$ cat config.mk
export PLATFORM = sky130hd
export DESIGN_NAME = vector_element_sequencer_flat
export DESIGN_NICKNAME = d
export VERILOG_FILES = /design/src/rtl/vector_element_sequencer_pkg.sv /design/src/rtl/vector_element_sequencer_if.sv /design/src/rtl/vector_lane_mask_gen.sv /design/src/rtl/vector_element_sequencer.sv /design/src/flat_wrapper.sv
export SDC_FILE = /design/constraint.sdc
export NUM_CORES = 1
export LEC_CHECK = 0
export BUFFER_PORTS_ARGS = -buffer_cell sky130_fd_sc_hd__buf_2
export CAP_MARGIN = 10
export CORE_MARGIN = 1
export CORE_UTILIZATION = 36
export DETAILED_ROUTE_END_ITERATION = 8
export GPL_ROUTABILITY_DRIVEN = 1
export SLEW_MARGIN = 0
export SYNTH_ARGS = -nofsm -noshare
export SYNTH_HDL_FRONTEND = slang
export SYNTH_SLANG_ARGS = --single-unit
export TNS_END_PERCENT = 1
$ cat constraint.sdc
create_clock -name CLK -period 5.25 [get_ports CLK]
set_input_delay 0.7875 -clock CLK [delete_from_list [all_inputs] [get_ports CLK]]
set_output_delay 0.7875 -clock CLK [all_outputs]
set_load 0.005 [all_outputs]
$ cat src/rtl/vector_element_sequencer_pkg.sv
// Shared types for the vector element sequencer: element-index width,
// sequencer state encoding and the effective-step helper.
package vector_element_sequencer_pkg;

  localparam int VL_WIDTH = 8;

  typedef logic [VL_WIDTH-1:0] vl_t;
  // One extra bit so idx + step can never wrap when compared against vl.
  typedef logic [VL_WIDTH:0]   vl_ext_t;

  typedef enum logic {
    IDLE = 1'b0,
    RUN  = 1'b1
  } seq_state_t;

  function automatic vl_ext_t eff_step(input int unsigned lanes, input logic widen);
    int unsigned s;
    s = widen ? (lanes / 2) : lanes;
    return vl_ext_t'(s);
  endfunction

endpackage

$ cat src/rtl/vector_element_sequencer_if.sv
// Decode-side and execute-side signals of the vector element sequencer,
// grouped into one interface; the sequencer uses the slave view.
interface vector_element_sequencer_if #(
  parameter int NUM_LANES = 2
);
  import vector_element_sequencer_pkg::*;

  logic                 de_valid;
  logic                 de_ready;
  vl_t                  de_vl;
  vl_t                  de_vstart;
  logic                 de_vd_widen;
  logic                 de_vs2_widen;
  logic                 stall;
  logic                 flush;
  logic                 ex_valid;
  vl_t                  ex_elem_idx;
  logic [NUM_LANES-1:0] ex_lane_mask;
  logic                 ex_first;
  logic                 ex_last;
  logic                 done;
  logic                 busy;

  modport slave (
    input  de_valid, de_vl, de_vstart, de_vd_widen, de_vs2_widen, stall, flush,
    output de_ready, ex_valid, ex_elem_idx, ex_lane_mask, ex_first, ex_last,
           done, busy
  );

  modport master (
    output de_valid, de_vl, de_vstart, de_vd_widen, de_vs2_widen, stall, flush,
    input  de_ready, ex_valid, ex_elem_idx, ex_lane_mask, ex_first, ex_last,
           done, busy
  );

endinterface

$ cat src/rtl/vector_lane_mask_gen.sv
// Combinational lane-mask and last-group generator for one element group
// starting at idx_i, given the instruction vl and the effective step.
module vector_lane_mask_gen
  import vector_element_sequencer_pkg::*;
#(
  parameter int NUM_LANES = 2
) (
  input  vl_t                  idx_i,
  input  vl_t                  vl_i,
  input  vl_ext_t              step_i,
  output logic [NUM_LANES-1:0] mask_o,
  output logic                 last_o
);

  vl_ext_t idx_ext;
  vl_ext_t vl_ext;

  assign idx_ext = {1'b0, idx_i};
  assign vl_ext  = {1'b0, vl_i};

  always_comb begin
    for (int i = 0; i < NUM_LANES; i++) begin
      mask_o[i] = (vl_ext_t'(i) < step_i) && ((idx_ext + vl_ext_t'(i)) < vl_ext);
    end
    last_o = (idx_ext + step_i) >= vl_ext;
  end

endmodule

$ cat src/rtl/vector_element_sequencer.sv
// Walks the element index of one decoded vector instruction from vstart to
// vl-1, issuing one registered element group per cycle to the execute lanes.
module vector_element_sequencer
  import vector_element_sequencer_pkg::*;
#(
  parameter int NUM_LANES = 2
) (
  input  logic                        CLK,
  input  logic                        nRST,
  vector_element_sequencer_if.slave   bus
);

  localparam vl_ext_t FULL_STEP = eff_step(NUM_LANES, 1'b0);
  localparam vl_ext_t HALF_STEP = eff_step(NUM_LANES, 1'b1);

  seq_state_t           state_q, state_d;
  vl_t                  idx_q, idx_d;
  vl_t                  vl_q, vl_d;
  vl_ext_t              step_q, step_d;
  logic [NUM_LANES-1:0] mask_q, mask_d;
  logic                 first_q, first_d;
  logic                 last_q, last_d;
  logic                 done_q, done_d;

  logic [NUM_LANES-1:0] gen_mask;
  logic                 gen_last;
  logic                 ready;
  logic                 accept;
  logic                 load;

  // Ready while idle, or on the unstalled final group so the next
  // instruction can follow without a bubble.
  assign ready  = !bus.flush && ((state_q == IDLE) || (!bus.stall && last_q));
  assign accept = bus.de_valid && ready;
  assign load   = accept && (bus.de_vstart < bus.de_vl);

  // NOTE: every variable gets a default first so no path through the block
  // leaves it unassigned, which would otherwise infer a latch.
  always_comb begin
    state_d = state_q;
    idx_d   = idx_q;
    vl_d    = vl_q;
    step_d  = step_q;
    first_d = first_q;
    done_d  = 1'b0;

    if (bus.flush) begin
      state_d = IDLE;
    end else if (load) begin
      state_d = RUN;
      idx_d   = bus.de_vstart;
      vl_d    = bus.de_vl;
      step_d  = (bus.de_vd_widen || bus.de_vs2_widen) ? HALF_STEP : FULL_STEP;
      first_d = 1'b1;
      done_d  = (state_q == RUN);
    end else if (accept) begin
      // Zero-length instruction, or one arriving as the previous one retires.
      state_d = IDLE;
      done_d  = 1'b1;
    end else if ((state_q == RUN) && !bus.stall) begin
      if (last_q) begin
        state_d = IDLE;
        done_d  = 1'b1;
      end else begin
        idx_d   = idx_q + vl_t'(step_q);
        first_d = 1'b0;
      end
    end

    if (state_d != RUN) begin
      first_d = 1'b0;
    end
  end

  vector_lane_mask_gen #(
    .NUM_LANES (NUM_LANES)
  ) u_mask_gen (
    .idx_i  (idx_d),
    .vl_i   (vl_d),
    .step_i (step_d),
    .mask_o (gen_mask),
    .last_o (gen_last)
  );

  assign mask_d = (state_d == RUN) ? gen_mask : '0;
  assign last_d = (state_d == RUN) && gen_last;

  // NOTE: sequential state uses non-blocking assignments so every flop
  // samples pre-edge values regardless of statement order.
  always_ff @(posedge CLK or negedge nRST) begin
    if (!nRST) begin
      state_q <= IDLE;
      idx_q   <= '0;
      vl_q    <= '0;
      step_q  <= '0;
      mask_q  <= '0;
      first_q <= 1'b0;
      last_q  <= 1'b0;
      done_q  <= 1'b0;
    end else begin
      state_q <= state_d;
      idx_q   <= idx_d;
      vl_q    <= vl_d;
      step_q  <= step_d;
      mask_q  <= mask_d;
      first_q <= first_d;
      last_q  <= last_d;
      done_q  <= done_d;
    end
  end

  assign bus.de_ready     = ready;
  assign bus.ex_valid     = (state_q == RUN);
  assign bus.ex_elem_idx  = idx_q;
  assign bus.ex_lane_mask = mask_q;
  assign bus.ex_first     = first_q;
  assign bus.ex_last      = last_q;
  assign bus.done         = done_q;
  assign bus.busy         = (state_q == RUN);

endmodule

$ cat src/flat_wrapper.sv
// flat-port wrapper written by rule: the top's interface ports become plain ports
module vector_element_sequencer_flat import vector_element_sequencer_pkg::*;
#(
  parameter int NUM_LANES = 2
)
  (CLK, nRST, bus_de_valid, bus_de_vl, bus_de_vstart, bus_de_vd_widen, bus_de_vs2_widen, bus_stall, bus_flush, bus_de_ready, bus_ex_valid, bus_ex_elem_idx, bus_ex_lane_mask, bus_ex_first, bus_ex_last, bus_done, bus_busy);
  vector_element_sequencer_if #(.NUM_LANES(NUM_LANES)) bus_i ();
  input  logic CLK;
  input  logic nRST;
  input wire logic [$bits(bus_i.de_valid)-1:0] bus_de_valid;
  input wire logic [$bits(bus_i.de_vl)-1:0] bus_de_vl;
  input wire logic [$bits(bus_i.de_vstart)-1:0] bus_de_vstart;
  input wire logic [$bits(bus_i.de_vd_widen)-1:0] bus_de_vd_widen;
  input wire logic [$bits(bus_i.de_vs2_widen)-1:0] bus_de_vs2_widen;
  input wire logic [$bits(bus_i.stall)-1:0] bus_stall;
  input wire logic [$bits(bus_i.flush)-1:0] bus_flush;
  output wire logic [$bits(bus_i.de_ready)-1:0] bus_de_ready;
  output wire logic [$bits(bus_i.ex_valid)-1:0] bus_ex_valid;
  output wire logic [$bits(bus_i.ex_elem_idx)-1:0] bus_ex_elem_idx;
  output wire logic [$bits(bus_i.ex_lane_mask)-1:0] bus_ex_lane_mask;
  output wire logic [$bits(bus_i.ex_first)-1:0] bus_ex_first;
  output wire logic [$bits(bus_i.ex_last)-1:0] bus_ex_last;
  output wire logic [$bits(bus_i.done)-1:0] bus_done;
  output wire logic [$bits(bus_i.busy)-1:0] bus_busy;
  assign bus_i.de_valid = bus_de_valid;
  assign bus_i.de_vl = bus_de_vl;
  assign bus_i.de_vstart = bus_de_vstart;
  assign bus_i.de_vd_widen = bus_de_vd_widen;
  assign bus_i.de_vs2_widen = bus_de_vs2_widen;
  assign bus_i.stall = bus_stall;
  assign bus_i.flush = bus_flush;
  assign bus_de_ready = bus_i.de_ready;
  assign bus_ex_valid = bus_i.ex_valid;
  assign bus_ex_elem_idx = bus_i.ex_elem_idx;
  assign bus_ex_lane_mask = bus_i.ex_lane_mask;
  assign bus_ex_first = bus_i.ex_first;
  assign bus_ex_last = bus_i.ex_last;
  assign bus_done = bus_i.done;
  assign bus_busy = bus_i.busy;
  vector_element_sequencer #(.NUM_LANES(NUM_LANES)) u_core (.CLK(CLK), .nRST(nRST), .bus(bus_i));
endmodule
After elaboration in Yosys (flattened, before gate mapping)
Cells that the tools add are included.
{ "totals": {"out_inout_bits": 16, "inputBits": 23, "wordCells": 62, "regBits": 31} }
{ "classes": {"eq_ne": 4, "bitwise_logic": 1, "n_mux": 27, "n_lt_le_gt_ge": 6, "n_addsub": 3, "reduce_logical": 13} }
{ "ops": {"columns": ["operator", "n"], "rows": [
  ["$mux 8", 7],
  ["$lt 1x9->1 const A", 2],
  ["$mux 9", 2],
  ["$lt 8x8->1", 2],
  ["$mux 1", 16],
  ["$add 8x1->9 const B", 1],
  ["$add 8x9->9", 1],
  ["$ge 9x8->1", 1],
  ["$lt 9x8->1", 1],
  ["$ne 3x3->1 const B", 3],
  ["$add 8x8->8", 1],
  ["$logic_and 1x1->1", 8],
  ["$mux 2", 2],
  ["$reduce_and 4->1", 1],
  ["$logic_not 1->1", 2],
  ["$logic_or 1x1->1", 2],
  ["$ne 2x2->1 const B", 1],
  ["$not 1->1", 1]
]} }

Longest topological paths before layout
Gate-level depths: netlist of run 1.
{ "depth": {"depth_word": 12, "ltp_mapped": 22, "mapped_depth_nobuf": 21} }

Modules after synthesis
A second synthesis of run 1 with hierarchy kept.
{ "unflattened": {"cells_unflattened": 281, "area_unflattened_um2": 2777.7} }
{ "by_module_without_submodules": {"columns": ["module", "n_inst", "seq_area_each_um2", "area_per_inst_um2", "cells_each"], "rows": [
  ["vector_element_sequencer", 1, 775.7, 1830.5, 162],
  ["vector_lane_mask_gen", 1, 0.0, 947.2, 119]
]} }

Least setup slack after synthesis of run 1
No wires, ideal clock.
{ "synth_path": {"kind": "input port to flip-flop", "from": "input bus_de_vl[3]", "to": "register u_core.last_q (netlist: u_core.bus.ex_last)", "setup_time_ns": 0.144, "n_path_buf": 1, "arrival_ns": 4.874, "t_required_ns": 5.106, "cell_stages": 20, "path_slack_ns": 0.232, "path_cell_list": "inv_1 > ha_1 > or4_4 > a21oi_4 > o31a_2 > nand2_1 > clkbuf_1 > or3_1 > o21a_1 > ha_1 > fa_1 > a21o_1 > a21oi_1 > xnor2_1 > ha_1 > o21a_1 > a21oi_1 > o21ai_0 > nor4_1 > nor4bb_4"} }
{ "synth_between": {"elab_chain_len": 7, "word_cells_on_any_way": 13, "classes_between": "1 x add/sub; 2 x order compare; 8 x mux; 2 x reduce/logical"} }
{ "synth_rtl": {"columns": ["element", "line", "rtl"], "rows": [
  ["from (decl)", "flat_wrapper.sv:11", "input wire logic [$bits(bus_i.de_vl)-1:0] bus_de_vl;"],
  ["$lt 8x8->1", "vector_element_sequencer.sv:35", "assign load = accept && (bus.de_vstart < bus.de_vl);"],
  ["$logic_and 1x1->1", "vector_element_sequencer.sv:35", null],
  ["$mux 9", "vector_element_sequencer.sv:49", "end else if (load) begin"],
  ["$mux 9", "vector_element_sequencer.sv:47", "if (bus.flush) begin"],
  ["via u_core.step_d[0]", "vector_element_sequencer.sv:19", "vl_ext_t step_q, step_d;"],
  ["$add 8x9->9", "vector_lane_mask_gen.sv:25", "last_o = (idx_ext + step_i) >= vl_ext;"],
  ["$ge 9x8->1", "vector_lane_mask_gen.sv:25", null],
  ["$logic_and 1x1->1", "vector_element_sequencer.sv:86", "assign last_d = (state_d == RUN) && gen_last;"],
  ["via u_core.last_d", "vector_element_sequencer.sv:22", "logic last_q, last_d;"],
  ["to (signal assigned)", "vector_element_sequencer.sv:107", "last_q <= last_d;"],
  ["to (decl)", "vector_element_sequencer.sv:22", null]
]} }
The timed path passes the listed nets, and every way through them passes these cells.
A chain may end at the register's enable or synchronous reset.

Final worst setup path of run 1
Ends and elaborated chain as after synthesis.

==> results_dict.tcl, run 1 <==
set metrics [dict create \
    synthArstFlopShare_pct 100 \
    globalplace.congestion 0.905 \
    yosysTopAreaCell "dfrtp_1" \
    cts_num_sinks 31 \
    grt_max_degree 32 \
    dpl.cell_count 444 \
    die_w_um 89.4 \
    hold_class "register to register" \
    ys_seq_elements 31 \
    hold_violations 0 \
    clock_latency_ns 0.28 \
    synth_edf_count 0 \
    ir_drop_uv 115 \
    post-route-min-period_ns 4.99 \
    cp.required_ns 5.40 \
    finalNetCount 422 \
    worst-endpoint-arrival_ns 5.15 \
    start_kind "primary input" \
    cp_common_cell "ha_1" \
    synth_cell_types 58 \
    powerDensity_nw_per_um2 347 \
    yosysWarningCount 0 \
    finalClockSkew_ns 0.00365 \
    grt_overflow 0 \
    ctsHtreeMaxLevel 2 \
    synthTopCellsByArea "dfrtp_1, ha_1, a21oi_1, inv_1, xnor2_1" \
    status "complete, no violations" \
    worstPathMaxFanout 3 \
    core_area_um2 7330 \
    end_kind "register" \
    max_freq_mhz 200 \
    rr_endpoint "u_core.bus.ex_last" \
    drv_cap 0 \
    r2r_cells 18 \
    pre_cts_slack_ns -0.113 \
    ant_nets 0 \
    viasPerCell 5.30 \
    dieArea_um2 7990 \
    synth-main-ff-cell "dfrtp_1" \
    crit_slowest_cell "or4_4" \
    clkSlewWorstSetupHoldPaths_ns 0.07 \
    final_cells 452 \
    slew-limit-headroom_pct 52.7 \
    ys_seq_area_share_pct 28.2 \
    drive_above_1_share_pct 21.2 \
    ctsRootBufferMaster "clkbuf_8" \
    worstMarginPinSlew_ns 0.709 \
    grt_pass1_vias 2232 \
    timing.final.crit_share_pct 95.1 \
    crit_type "primary input to register" \
    vias 2396 \
    syn_avg_cell_area_um2 9.17 \
    antennaDiodeCount 0 \
    intPower_w 0.000660 \
    swShare_pct 41.2 \
    syn_inst 300 \
    p_leak_nw 1.62 \
    critPathBufInv 2 \
    boundaryPins 39 \
    r2r_slack_ns 0.85 \
    switching_power_w 0.000462 \
    numCtsBuffers 5 \
    chipHeight_um 89.4 \
    drtIter0Drc 70 \
    min-delay-start "u_core.vl_q[7]" \
    post-route-util_pct 44.2 \
    antenna_found_initial 0 \
    drc_errors 0 \
    crit_path_max_incr_delay_ns 0.56 \
    critPathTopFamily "compound AO/OA/AOI/OAI gates" \
    rr_startpoint "u_core.bus.ex_elem_idx[0]" \
    dr.pass1.iters 4 \
    clock_power_share_pct 16.1 \
    synth_area_um2 2750 \
    p_seq_share_pct 27.4 \
    hpwl_um 5910 \
    start_util_pct 37.5 \
    port_buffers 38 \
    synth_top_area_share_pct 28.2 \
    path_cells "buf_2, inv_1, ha_1, or4_4, a21oi_4, o31a_2, nand2_1, or3_1, o21a_1, ha_1, fa_1, a21o_1, a21oi_2, xnor2_1, ha_1, o21a_1, a21oi_1, o2111ai_1, mux2_1, nor4bb_4" \
    holdPathEnd "u_core.vl_q[7]" \
    areaGrowthSynthToFinish_pct 17.7 \
    rsz0062_at_grt "false" \
    setup-violations-final 0 \
    drt-total-wl_um 7150 \
    setup_ws_ns 0.259 \
    wl_per_cell_um 15.8 \
    pwr-share-comb_pct 56.5 \
    grt.total_usage_pct 19.4 \
    cts_buffer_depth 2 \
    p_total_w 0.00112 \
    tritoncts "built" \
    rows 31 \
    whs_path_depth 2 \
    maxSlewViolCount 0 \
    grt_pass1_wl_um 11500 \
    syn_nets 370 \
    whs_ns 0.535 \
]
## timing repair
action,CTS,global route
hold buffers,0,0
buffers inserted,0,0
gates resized for setup,0,6
endpoints found under the setup margin,0,1
## cell type report
cell class                      count  area, µm²
Sequential cell                    31        776
Inverter                           26       97.6
Clock buffer                        5       68.8
Tap cell                           99        124
Multi-Input combinational cell    237       1870
Clock inverter                      3       15.0
Fill cell                         724       4090
Timing Repair Buffer               51        288
## through the flow
step	TNS [ns]	cell area, µm²
after global placement	-0.105	3130
after floorplan	0	2750
after CTS	0	3210
after global routing	0	3240
after detailed placement	-0.113	3130
final	0	3240
## worst max-delay path by stage
stage,end,depth (start not counted),from,slack (ns)
after floorplan,u_core.bus.ex_last,20,bus_de_vl[3],0.23
after global placement,u_core.bus.ex_last,20,bus_de_vl[2],-0.10
after detailed placement,u_core.bus.ex_last,21,bus_de_vl[2],-0.11
after CTS,u_core.bus.ex_last,20,bus_de_vl[2],0.17
after global routing,u_core.bus.ex_last,20,bus_de_vl[3],0.02
final,u_core.bus.ex_last,20,bus_de_vl[3],0.26
## Yosys cell counts (3+ instances only)
master	count
a211oi_1	4
nor3_1	4
a21oi_1	29
ha_1	45
nand3_1	9
o211ai_1	3
o2111ai_1	3
o21a_1	5
and3_1	3
or3_1	3
nor2_1	16
inv_1	26
clkbuf_1	4
xnor2_1	11
nand2_1	16
o21ai_0	8
xor2_1	3
a21o_1	9
dfrtp_1	31
nand2b_1	6
a31oi_1	3
and2_1	9
o31a_2	3
nor2b_1	6
## registers in the layout, summed over array words and instances, names as in the netlist
signal,count
u_core.step_q,9
u_core.bus.ex_elem_idx,8
u_core.vl_q,8
u_core.bus.ex_lane_mask,2
u_core.bus.busy,1
u_core.bus.done,1
u_core.bus.ex_first,1
u_core.bus.ex_last,1
## cell families after synthesis
group / after synthesis / synth area share [%]
buffers and inverters: 32 / 4.78
adders and majority gates: 47 / 21.9
muxes: 2 / 0.773
DFF: 31 / 28.2
AOI/OAI and AO/OA: 88 / 22.3
xor gates and xnor gates: 14 / 4.46
and+or+nand+nor: 86 / 17.6
## per-layer routing
| metal | global-route usage, % | wire, µm | vias to the layer above |
|---|---|---|---|
| met1 | 27.0 | 3530 | 1127 |
| met2 | 31.4 | 3260 | 58 |
| met3 | 3.05 | 248 | 7 |
| li1 | - | - | 1204 |
| met5 | 0 | 0 | - |
| met4 | 5.19 | 106 | 0 |
## tightest hold or removal path, stage by stage, from the launching register on
cell     delay, ns
dfrtp_1       0.32
a21oi_1       0.12
inv_1         0.06
## placed cells by master (no fill, tap or decap), drive strengths merged, types with 8 or more instances in the layout
cell,synthesis,layout
nand2,16,16
nand3,9,9
o21ai,8,8
ha,45,45
xnor2,11,11
a21o,9,9
and2,9,9
dfrtp,31,31
buf,2,51
nor2,16,16
inv,26,26
a21oi,30,30
## power groups by stage
| stage | registers, W | logic [W] | clock network, W |
|---|---|---|---|
| after floorplan | 0.000308 | 0.000439 | 0 |
| after global placement | 0.000312 | 0.000604 | 0 |
| after detailed placement | 0.000312 | 0.000622 | 0 |
| after CTS | 0.000307 | 0.000625 | 0.000185 |
| after global routing | 0.000312 | 0.000727 | 0.000198 |
| final | 0.000308 | 0.000634 | 0.000181 |
Power figures use the tool's default switching activity.
==> inputs of run 2 (changes only) <==
--- a/config.mk
+++ b/config.mk
@@ -8,9 +8,11 @@
 export BUFFER_PORTS_ARGS = -buffer_cell sky130_fd_sc_hd__buf_2
 export CAP_MARGIN = 10
 export CORE_MARGIN = 1
-export CORE_UTILIZATION = 36
+export CORE_UTILIZATION = 58
+export CTS_CLUSTER_DIAMETER = 150
 export DETAILED_ROUTE_END_ITERATION = 8
 export GPL_ROUTABILITY_DRIVEN = 1
+export PLACE_DENSITY = 0.81
 export SLEW_MARGIN = 0
 export SYNTH_ARGS = -nofsm -noshare
 export SYNTH_HDL_FRONTEND = slang
==> run 2 against run 1 <==
Against the previous run:
- the run now ends with design-rule violations left
- combinational power up 4.1%
- critical path type unchanged
- flip-flop and latch count unchanged
- clock power increased by 17%
- largest power group unchanged
==> results_dict.tcl, run 2 (synthesis gave the netlist of run 1 again) <==
set metrics [dict create \
    status "finished with violations" \
    violations "design-rule violations" \
    drtIter0Drc 190 \
    final_cells 408 \
    setup_ws_ns 0.297 \
    numCtsBuffers 5 \
    end_kind "register" \
    path_cells "buf_2, inv_1, ha_1, or4_4, a21oi_4, o31ai_4, o31a_2, o22ai_1, inv_1, ha_1, a21o_1, a21oi_1, o21bai_1, a21oi_1, or4b_2, nand3_1, ha_1, a21oi_2, o2111ai_1, mux2_1, nor4bb_4" \
    drc_errors 12 \
    areaGrowthSynthToFinish_pct 17.0 \
    port_buffers 38 \
    rsz0062_at_grt "false" \
    grt_pass1_wl_um 12400 \
    hold_violations 0 \
    worst-endpoint-arrival_ns 5.13 \
    boundaryPins 39 \
    stdcell_area_um2 3220 \
    finalNetCount 425 \
    tritoncts "built" \
    setup-violations-final 0 \
    ant_nets 0 \
    grt_pass1_vias 2553 \
    hold_class "register to register" \
    dpl_cell_area_um2 3090 \
    viasPerCell 6.32 \
    finalClockSkew_ns 0.00546 \
    largest_register_ffs 9 \
    clkSlewWorstSetupHoldPaths_ns 0.07 \
    crit_slowest_cell "or4b_2" \
    drive_above_1_share_pct 21.6 \
    regMostFlops "u_core.step_q" \
    dr.pass1.iters 6 \
    post_cts_buffers 0 \
    crit_type "primary input to register" \
    drv_cap 0 \
    grt.total_usage_pct 32.2 \
    slew-limit-headroom_pct 52.2 \
    grt_max_degree 32 \
    cp.required_ns 5.42 \
    critPathTopFamily "compound AO/OA/AOI/OAI gates" \
    final_common_cell "ha_1" \
    final_cell_mix "ha_1, buf_2, dfrtp_1" \
    cp_common_cell "ha_1" \
    start_kind "primary input" \
    powerDensity_nw_per_um2 367 \
    cts_num_sinks 31 \
    timing.final.crit_share_pct 94.3 \
    chipHeight_um 70.9 \
    vias 2580 \
    post-route-min-period_ns 4.95 \
    antennaDiodeCount 0 \
    rows 24 \
    globalplace.congestion 0.900 \
    grt_overflow 0 \
    hpwl_um 5900 \
    core_area_um2 4440 \
    critPathBufInv 3 \
    wl_per_cell_um 18.4 \
    dpl.cell_count 400 \
    ctsHtreeMaxLevel 2 \
    worstMarginPinSlew_ns 0.718 \
    max_freq_mhz 202 \
    drt-total-wl_um 7510 \
    n_fill_cell 342 \
    crit_path_max_incr_delay_ns 0.62 \
    die_w_um 70.9 \
    clock_latency_ns 0.29 \
    cts_buffer_depth 2 \
    ir_drop_uv 190 \
    antenna_found_initial 0 \
    worstPathMaxFanout 7 \
    maxSlewViolCount 0 \
    ctsRootBufferMaster "clkbuf_8" \
    dieArea_um2 5020 \
    p_leak_nw 1.64 \
    start_util_pct 61.9 \
    pre_cts_slack_ns -0.0846 \
]
[run 2: changes by cell type in the layout (fill, tap and decap cells not counted)]
cell      change
o22ai_1       -1
buf_4         +3
clkinv_2      -3
o22ai_2       +1
clkbuf_8      +2
clkbuf_1      +1
nor4_2        -1
nor4_1        +1
[run 2: layout make-up]
cell class                 count  area (µm²)  area share, %
inverter                      26        97.6           3.03
clock buffer                   8         100           3.11
multi-input combinational    237        1870           58.1
timing repair buffer          54         310           9.64
tap                           52        65.1           2.02
sequential                    31         776           24.1
[run 2: power breakdown]
part	total [W]	switching (W)	internal [W]
clock network	0.000212	0.0000919	0.000120
logic	0.000660	0.000356	0.000304
registers	0.000309	0.0000293	0.000280
total	0.00118	0.000477	0.000704
[run 2: layer usage]
metal  track usage (%)  vias up  part of all wire, %
met5                 0        -                    0
met4              13.6        0                  2.3
met3              5.27       18                  7.4
met2              54.3      112                   48
met1              41.3     1244                   42
li1                  -     1206                    -
[run 2: final timing paths]
| path | startpoint | endpoint | slack (ns) | depth (start not counted) |
|---|---|---|---|---|
| worst min-delay path | u_core.bus.ex_first | u_core.bus.ex_first | 0.53 | 1 |
| min in group asynchronous | nRST | u_core.bus.ex_elem_idx[1] | 0.55 | 1 |
| worst max register to register | u_core.bus.ex_elem_idx[0] | u_core.bus.ex_last | 0.63 | 18 |
| max in group asynchronous | nRST | u_core.bus.ex_last | 4.24 | 1 |
| worst min register to register | u_core.bus.ex_first | u_core.bus.ex_first | 0.53 | 1 |
| worst max-delay path | bus_de_vl[3] | u_core.bus.ex_last | 0.30 | 21 |
[run 2: repair_timing]
action	4_1_cts	5_1_grt
setup endpoints to repair	0	1
hold buffers	0	0
resized for setup	0	6
[run 2: metrics by stage]
step           util [%]  power [W]  hold slack, ns  setup TNS (ns)
6_report           72.4    0.00118           0.534               0
5_1_grt            72.4    0.00127           0.546               0
4_1_cts            71.8    0.00116           0.536               0
3_5_place_dp       69.6   0.000943           0.521         -0.0846
3_3_place_gp       69.6   0.000915           0.521               0
2_1_floorplan         -   0.000747           0.480               0
[run 2: worst register-to-register path, stage by stage (launching register included)]
cell	delay [ns]
dfrtp_1	0.40
ha_1	0.21
inv_1	0.06
fa_1	0.37
nor2b_1	0.22
o21ai_0	0.13
a21boi_0	0.36
o21ai_0	0.17
o21a_1	0.16
o21a_1	0.24
ha_1	0.35
a21oi_1	0.11
or4b_2	0.62
nand3_1	0.11
ha_1	0.25
a21oi_2	0.19
o2111ai_1	0.12
mux2_1	0.31
nor4bb_4	0.15
==> inputs of run 3 (changes only) <==
--- a/config.mk
+++ b/config.mk
@@ -8,11 +8,11 @@
 export BUFFER_PORTS_ARGS = -buffer_cell sky130_fd_sc_hd__buf_2
 export CAP_MARGIN = 10
 export CORE_MARGIN = 1
-export CORE_UTILIZATION = 58
+export CORE_UTILIZATION = 55
 export CTS_CLUSTER_DIAMETER = 150
 export DETAILED_ROUTE_END_ITERATION = 8
 export GPL_ROUTABILITY_DRIVEN = 1
-export PLACE_DENSITY = 0.81
+export PLACE_DENSITY = 0.77
 export SLEW_MARGIN = 0
 export SYNTH_ARGS = -nofsm -noshare
 export SYNTH_HDL_FRONTEND = slang
==> run 3 against run 2 <==
Against the previous run:
- the run now ends clean
- final cell count rose by 3.2%
- first-iteration DRC count rose by 2.6%
- via count decreased by 4.3%
- critical path depth did not move
- sequential power is essentially flat
- hold slack gained 0.025 ns
- die area rose by 5.3%
- power fell by 2.0%
- fmax rose by 0.32%
- largest cell class unchanged
==> results_dict.tcl, run 3 (synthesis gave the netlist of run 1 again) <==
set metrics [dict create \
    worstPathMaxFanout 7 \
    setup-tns-final_ns 0 \
    setup-violations-final 0 \
    drv_cap 0 \
    p_leak_nw 1.63 \
    grt_overflow 0 \
    powerDensity_nw_per_um2 360 \
    max_freq_mhz 203 \
    ctsRootBufferMaster "clkbuf_8" \
    hpwl_um 5760 \
    clock_latency_ns 0.29 \
    post-route-util_pct 67.5 \
    cts_hold_buffers 0 \
    final_cell_mix "ha_1, buf_2, dfrtp_1" \
    final_common_cell "ha_1" \
    drt-met1-wl_um 3250 \
    antennaDiodeCount 0 \
    timing.final.crit_share_pct 94.0 \
    dpl.cell_count 414 \
    hold_violations 0 \
    ant_nets 0 \
    r2r_cells 18 \
    clkSlewWorstSetupHoldPaths_ns 0.07 \
    chipHeight_um 72.7 \
    crit_type "primary input to register" \
    finalClockSkew_ns 0.0117 \
    hold_class "primary input to async pin" \
    rsz0062_at_grt "false" \
    worstMarginPinSlew_ns 0.752 \
    areaGrowthSynthToFinish_pct 16.7 \
    ctsHtreeMaxLevel 2 \
    cts_buffer_depth 2 \
    drive_above_1_share_pct 20.9 \
    tritoncts "built" \
    largest_register_ffs 9 \
    slew-limit-headroom_pct 49.9 \
    core_area_um2 4750 \
    antenna_found_initial 0 \
    vias 2468 \
    drtIter0Drc 195 \
    regMostFlops "u_core.step_q" \
    wl_met2_um 3520 \
    start_kind "primary input" \
    grt.total_usage_pct 30.4 \
    die_w_um 72.7 \
    whs_ns 0.559 \
    dieArea_um2 5290 \
    cts_num_sinks 31 \
    p_total_w 0.00116 \
    numCtsBuffers 5 \
    viasPerCell 5.86 \
    drc_errors 0 \
    rows 25 \
    final_cells 421 \
    grt_pass1_vias 2532 \
    globalplace.congestion 0.883 \
    end_kind "register" \
    finalNetCount 424 \
    maxSlewViolCount 0 \
    ir_drop_uv 180 \
    status "complete, no violations" \
    post_cts_buffers 0 \
    worst-endpoint-arrival_ns 5.11 \
    start_util_pct 57.8 \
    wl_met3_um 408 \
    boundaryPins 39 \
    top_layer "met4" \
    cts_resized 0 \
    grt_max_degree 32 \
    dr.pass1.iters 4 \
    grt_pass1_wl_um 12100 \
    post-route-min-period_ns 4.94 \
    drt-total-wl_um 7320 \
    port_buffers 38 \
    cp.required_ns 5.42 \
    wl_per_cell_um 17.4 \
]
==> run 3: path summary, 6_finish.rpt <==
| check | slack, ns | endpoint | from |
|---|---|---|---|
| max in group asynchronous | 4.21 | u_core.vl_q[4] | nRST |
| setup / recovery | 0.31 | u_core.bus.ex_last | bus_de_vl[3] |
| min in group CLK | 0.56 | u_core.bus.ex_first | u_core.bus.ex_first |
| hold / removal | 0.56 | u_core.bus.done | nRST |
| setup reg to reg | 0.82 | u_core.bus.ex_last | u_core.bus.ex_elem_idx[0] |
| hold reg to reg | 0.56 | u_core.bus.ex_first | u_core.bus.ex_first |
==> run 3: per-layer routing <==
metal | up-vias | global-route usage, %
met5 | - | 0
met4 | 0 | 12.2
met3 | 13 | 5.94
met2 | 69 | 51.9
met1 | 1181 | 37.8
li1 | 1205 | -
==> run 3: metrics by stage <==
stage          instance area, µm²  worst slack (ns)
6_report                     3210             0.313
3_5_place_dp                 3100           -0.0446
2_1_floorplan                2750             0.232
4_1_cts                      3190             0.273
5_1_grt                      3210            0.0156
3_3_place_gp                 3100           -0.0124
==> run 3: critical path, stage by stage <==
cell,delay [ns]
buf_2,0.08
inv_1,0.06
ha_1,0.21
or4_4,0.55
a21oi_4,0.16
o31ai_4,0.13
o31a_2,0.32
o22ai_1,0.25
inv_1,0.10
ha_1,0.29
a21o_1,0.10
a21oi_1,0.08
o21bai_1,0.13
a21oi_1,0.10
or4b_2,0.61
nand3_1,0.11
ha_1,0.24
a21oi_1,0.22
o211ai_1,0.12
mux2_1,0.30
nor4bb_4,0.15
==> run 3: layout make-up <==
class / count / area, µm²
clock buffers: 6 / 82.6
clock inverters: 1 / 5.00
fillers: 393 / 1550
inverters: 26 / 97.6
multi-input cells: 237 / 1860
flip-flops and latches: 31 / 776
well taps: 67 / 83.8
repair buffers: 53 / 303
==> run 3: power breakdown <==
group	internal (W)	switching, W
registers	0.000280	0.0000302
clock network	0.000103	0.0000969
logic	0.000295	0.000352
